**src/rtl/pipe_stage_elastic.sv**
```systemverilog
// Elastic pipeline stage with valid/ready handshakes on both sides.
// SKID=1 builds a two-entry stage (main + skid) whose in_ready comes from a
// flop, which breaks the combinational ready path from downstream.
// SKID=0 builds a one-entry stage whose in_ready looks at out_ready, so that
// data can pass through when the held word is consumed in the same cycle.
// out_data always shows the oldest held entry, or NOP_VALUE when the stage is empty.
module pipe_stage_elastic #(
  parameter int unsigned      WIDTH     = 64,
  parameter logic [WIDTH-1:0] NOP_VALUE = {WIDTH{1'b0}},
  parameter bit               SKID      = 1'b1,
  parameter int unsigned      CNT_W     = 16
) (
  input  logic             Clk,
  input  logic             R,
  input  logic             flush,
  input  logic             in_valid,
  output logic             in_ready,
  input  logic [WIDTH-1:0] in_data,
  output logic             out_valid,
  input  logic             out_ready,
  output logic [WIDTH-1:0] out_data,
  output logic [1:0]       occupancy,
  output logic [CNT_W-1:0] stall_cnt
);

  typedef enum logic [1:0] {
    ST_EMPTY     = 2'd0,
    ST_FULL      = 2'd1,
    ST_SKID_FULL = 2'd2
  } state_e;

  localparam logic [CNT_W-1:0] CNT_ONE = {{(CNT_W-1){1'b0}}, 1'b1};
  localparam logic [CNT_W-1:0] CNT_MAX = {CNT_W{1'b1}};

  // Control state
  state_e           state_q, state_d;
  logic [1:0]       occupancy_q, occupancy_d;
  logic             out_valid_q, out_valid_d;
  logic             rdy_q, rdy_d;
  logic [CNT_W-1:0] stall_cnt_q, stall_cnt_d;

  // Payload registers; these are never reset because out_data is masked by out_valid
  logic [WIDTH-1:0] main_q, main_d;
  logic [WIDTH-1:0] skid_q, skid_d;

  logic in_xfer;
  logic out_xfer;

  // Upstream ready: taken from a flop in skid mode, or looks through to out_ready in one-entry mode
  always_comb begin
    in_ready = 1'b0;
    if (SKID) begin
      in_ready = rdy_q & R & ~flush;
    end else begin
      in_ready = R & ((state_q == ST_EMPTY) | out_ready) & ~flush;
    end
  end

  // Handshake qualifiers and the visible outputs
  always_comb begin
    in_xfer   = in_valid & in_ready;
    out_xfer  = out_valid_q & out_ready;
    out_valid = out_valid_q;
    occupancy = occupancy_q;
    stall_cnt = stall_cnt_q;
    out_data  = out_valid_q ? main_q : NOP_VALUE;
  end

  // Next state and payload movement; flush overrides every handshake
  always_comb begin
    state_d = state_q;
    main_d  = main_q;
    skid_d  = skid_q;
    if (flush) begin
      state_d = ST_EMPTY;
    end else begin
      unique case (state_q)
        ST_EMPTY: begin
          if (in_xfer) begin
            state_d = ST_FULL;
            main_d  = in_data;
          end
        end
        ST_FULL: begin
          if (in_xfer && out_xfer) begin
            main_d = in_data;
          end else if (in_xfer) begin
            // Only reachable with SKID=1: one-entry ready needs out_ready while full
            state_d = ST_SKID_FULL;
            skid_d  = in_data;
          end else if (out_xfer) begin
            state_d = ST_EMPTY;
          end
        end
        ST_SKID_FULL: begin
          if (out_xfer) begin
            state_d = ST_FULL;
            main_d  = skid_q;
          end
        end
        default: begin
          state_d = ST_EMPTY;
        end
      endcase
    end
  end

  // Registered views derived from the next state so they always agree with it
  always_comb begin
    occupancy_d = 2'd0;
    unique case (state_d)
      ST_EMPTY:     occupancy_d = 2'd0;
      ST_FULL:      occupancy_d = 2'd1;
      ST_SKID_FULL: occupancy_d = 2'd2;
      default:      occupancy_d = 2'd0;
    endcase
    out_valid_d = (state_d != ST_EMPTY);
    rdy_d       = (state_d != ST_SKID_FULL);
  end

  // Stall counter: counts cycles where a valid word waits on downstream; sticks at all-ones
  always_comb begin
    stall_cnt_d = stall_cnt_q;
    if (out_valid_q && !out_ready && (stall_cnt_q != CNT_MAX)) begin
      stall_cnt_d = stall_cnt_q + CNT_ONE;
    end
  end

  // Control flops with asynchronous active-low reset
  always_ff @(posedge Clk or negedge R) begin
    if (!R) begin
      state_q     <= ST_EMPTY;
      occupancy_q <= 2'd0;
      out_valid_q <= 1'b0;
      rdy_q       <= 1'b1;
      stall_cnt_q <= '0;
    end else begin
      state_q     <= state_d;
      occupancy_q <= occupancy_d;
      out_valid_q <= out_valid_d;
      rdy_q       <= rdy_d;
      stall_cnt_q <= stall_cnt_d;
    end
  end

  // Payload flops, no reset
  always_ff @(posedge Clk) begin
    main_q <= main_d;
    skid_q <= skid_d;
  end

endmodule
```
**config.mk**
```make
export PLATFORM = sky130hd
export DESIGN_NAME = pipe_stage_elastic
export DESIGN_NICKNAME = d
export VERILOG_FILES = /design/src/rtl/pipe_stage_elastic.sv
export SDC_FILE = /design/constraint.sdc
export NUM_CORES = 1
export LEC_CHECK = 0
export ABC_AREA = 1
export BUFFER_PORTS_ARGS = -buffer_cell sky130_fd_sc_hd__buf_2
export CAP_MARGIN = 10
export CORE_UTILIZATION = 43
export CTS_BUF_LIST = sky130_fd_sc_hd__clkbuf_16
export DETAILED_ROUTE_END_ITERATION = 7
export PLACE_DENSITY = 0.7
export SYNTH_ARGS = -nofsm -noshare
export SYNTH_HDL_FRONTEND = slang
export SYNTH_SLANG_ARGS = --single-unit
```
**constraint.sdc**
```tcl
create_clock -name Clk -period 4.05 [get_ports Clk]
set_clock_uncertainty 0.2 [all_clocks]
set_input_delay 0.6075 -clock Clk [delete_from_list [all_inputs] [get_ports Clk]]
set_output_delay 0.6075 -clock Clk [all_outputs]
set_load 0.01 [all_outputs]
```
==> implementation parameters <==
Parameter                              Value

Status
  Status ... finished, final reports clean

Route
  Average vias per placed instance ... 4.73
  Via total after detailed routing ... 4098
  Antenna Violating Nets Remaining ... 0
  First-pass detailed-route iteration total ... 4
  Wire per inst ... 14.7 um
  Starting DRC count in detailed routing ... 272
  Total detailed-routing wirelength ... 12.8 mm
  # DRC ... 0

Floorplan
  Effective utilization at floorplan ... 0.440
  Chip Height ... 124 um
  Area of the die ... 15300 um^2
  X dimension of the die ... 124 um
  Top Ports ... 153
  Core Region ... 14500 um^2
  Num rows ... 44

Critical path
  WP buf/inv ... 3
  Reg-to-reg slack, setup ... 1.59 ns
  Element type at the critical path end ... output pin
  Cell type group with the largest total delay on the critical path ... buffers and inverters
  Worst Reg-to-Reg Cells ... 5
  Worst Path Max Fanout ... 46
  Critical R2R Capture ... skid_q[48]$_DFFE_PP_
  Largest stage delay on the critical path ... 0.62 ns
  Worst flop-to-flop path startpoint ... out_valid$_DFF_PN0_
  Critical path, cell by cell ... buf_4, nand2_1, inv_1, buf_2
  Classification of the worst setup path ... reg2out
  Critical path's slowest cell ... dfrtp_2
  Arrival time worst endpoint ... 1.87 ns
  Startpoint type of the worst setup path ... flop
  Endpoint required time on the critical path ... 3.24 ns

CTS
  Clk Latency, worst-skew pair ... 0.41 ns
  CTS tree ... built
  CTS-repair resized insts ... 0
  Clk sink count ... 150
  CTS hold repair buffers ... 0
  Depth of the CTS H-tree ... 4
  Root buffer selected by CTS ... clkbuf_16
  Deepest clock path buffer count ... 2
  Clock-pin slew of the registers on the worst-case setup and hold paths ... 0.06 ns
  Setup Buffers After CTS ... 0
  Total clock buffers created by CTS ... 17

Layout
  Post-layout net count ... 739
  Core utilization of the finished layout ... 0.548
  Synthesis-to-finish area growth ... 24.6%
  Fraction of layout cells with a size suffix above 1 ... 0.383
  Antenna diodes ... 0
  Post-route cell area ... 7940 um^2

Yosys
  Sequential share of the synthesized area ... 0.690
  Post-Syn Instances ... 506
  Top post-synthesis cells by count ... nand2_1 (136), edfxtp_1 (128), inv_1 (81)
  Leading cell type by number of instances after synthesis ... nand2_1
  Cells taking the most area after synthesis ... edfxtp_1 (60%), mux2_2 (11%), dfrtp_1 (8.2%)
  Post-synthesis instance area ... 6370 um^2
  Net count after synthesis ... 576
  Mean instance size in the synthesized netlist ... 12.6 um^2
  Synth top area share ... 0.603
  Register bit total from synthesis ... 150
  Count of flip-flops with a built-in enable after synthesis ... 128
  Number of warnings reported in the yosys synthesis log ... 0
  Proportion of register bits with asynchronous set or reset after synthesis ... 0.147
  Yosys top cell by area ... edfxtp_1
  Primary flip-flop cell chosen by synthesis mapping ... edfxtp_1
  Number of distinct library cells after synthesis ... 26

Global route
  Via count of the first global-routing pass ... 3855
  Wire length of the first global-routing pass ... 19.3 mm
  Antenna violations before repair ... 0
  Global router's overall resource usage ... 0.172
  Pin count of the biggest net entering global routing ... 58
  GR Overflow Total ... 0

Power
  Internal portion of total power ... 3210 uW
  Static leakage ... 0.00375 uW
  Total power ... 4390 uW
  Fraction of power consumed by sequential logic ... 0.436
  Largest vdd supply drop ... 0.316 mV
  Switching pwr ... 1180 uW
  Sw Ratio ... 0.269
  Cell area power density ... 553 nW/um^2
  Share of total power in combinational logic ... 0.203
  Share of total power in the clock network ... 0.361

Timing
  Slew at the pin closest to its max-slew limit ... 0.738 ns
  Total of endpoints with negative setup slack in the final report ... 0
  Share of the cycle needed by the critical path after routing ... 0.662
  Setup repair after global routing missed its margin ... no
  Number of max-slew violations in the final report ... 0
  WHS ... 0.0198 ns
  Worst-case headroom to the max-slew limit ... 0.506
  Highest achievable clock rate ... 0.373 GHz
  Clock period minus final worst setup slack ... 2.68 ns
  Final number of hold-violating endpoints ... 0
  Sum of negative setup slack ... 0 ns

Placed design
  Count of port buffers added during placement ... 152
  Global placement routability congestion ... 0.789
  Final HPWL DP ... 8.71 mm
  Dpl cell area ... 7350 um^2

Job
  Total of max-cap violations ... 0

Worst hold path
  Min-delay worst type ... in2async
==> metal layers <==
layer / routed length [um] / global-route usage / vias up / part of all wire
met1: 5720 / 0.223 / 1986 / 0.45
met2: 6280 / 0.271 / 113 / 0.49
met5: 0 / 0 / - / 0
li1: - / - / 1991 / -
met4: 113 / 0.0708 / 0 / 0.0089
met3: 658 / 0.0485 / 8 / 0.052
==> placed cells by master, fill, tap and decap left out, types with 2 or more instances in the layout <==
cell type / synthesis / final
a21oi_1: 2 / 2
buf_2: 0 / 152
buf_4: 6 / 6
bufinv_16: 0 / 4
clkbuf_16: 0 / 17
clkinv_1: 1 / 7
clkinv_2: 0 / 2
dfrtp_1: 21 / 20
edfxtp_1: 128 / 128
inv_1: 81 / 82
inv_2: 1 / 2
mux2_2: 64 / 64
nand2_1: 136 / 135
nand2_2: 2 / 3
nand3_1: 10 / 10
nand4_1: 5 / 5
nor2_1: 19 / 18
nor2_4: 1 / 2
o21ai_0: 6 / 6
xnor2_1: 7 / 7
==> state kept, by name, summed over array words and instances (netlist names) <==
register / flops
main_q: 64
occupancy: 2
out_valid: 1
rdy_q: 1
skid_q: 64
stall_cnt: 16
state_q: 2
==> per-stage QoR <==
step / worst slack (ns) / instances
floorplan: 0.722 / 506
global placement: 1.47 / 834
detailed placement: 1.43 / 834
CTS: 1.33 / 866
global route: 1.21 / 866
finish: 1.37 / 866
==> power by group through the flow <==
stage	sequential, uW	combinational (uW)	clock, uW
2_1_floorplan	1920	586	0
3_3_place_gp	1940	886	0
3_5_place_dp	1950	906	0
4_1_cts	1910	909	1620
5_1_grt	1930	1000	1690
6_report	1910	891	1580
==> worst max-delay path by stage <==
stage / from / end / slack (ns) / depth (start not counted)
6_report: out_valid$_DFF_PN0_ / out_data[20] / 1.37 / 4
5_1_grt: out_valid$_DFF_PN0_ / out_data[62] / 1.21 / 4
2_1_floorplan: R / skid_q[0]$_DFFE_PP_ / 0.72 / 4
4_1_cts: out_valid$_DFF_PN0_ / out_data[20] / 1.33 / 4
3_5_place_dp: R / main_q[33]$_DFFE_PP_ / 1.43 / 8
3_3_place_gp: R / main_q[33]$_DFFE_PP_ / 1.47 / 8
==> area by class of cell <==
type,instances,area (um^2)
timing repair buffer,159,826
sequential,150,4400
inverter,83,312
multi-input combinational,258,1580
tap,184,230
clock inverter,15,169
fill,1220,6540
clock buffer,17,425
==> cell families after synthesis <==
| group | count (synthesis) | share of synthesized area |
|---|---|---|
| compound gates | 9 | 0.00884 |
| xor+xnor | 7 | 0.00962 |
| fa+ha+maj | 1 | 0.00196 |
| buf+inv | 98 | 0.0636 |
| flops | 150 | 0.690 |
| mux | 64 | 0.113 |
| simple gates | 177 | 0.113 |
==> worst reg2reg max path: stages, from the launching register on <==
cell and delay (ns):
dfrtp_2 0.56, buf_4 0.35, nand2_1 0.15, nand3_1 0.15
nor2_4 0.31, buf_12 0.32
Power figures use the tool's default switching activity.
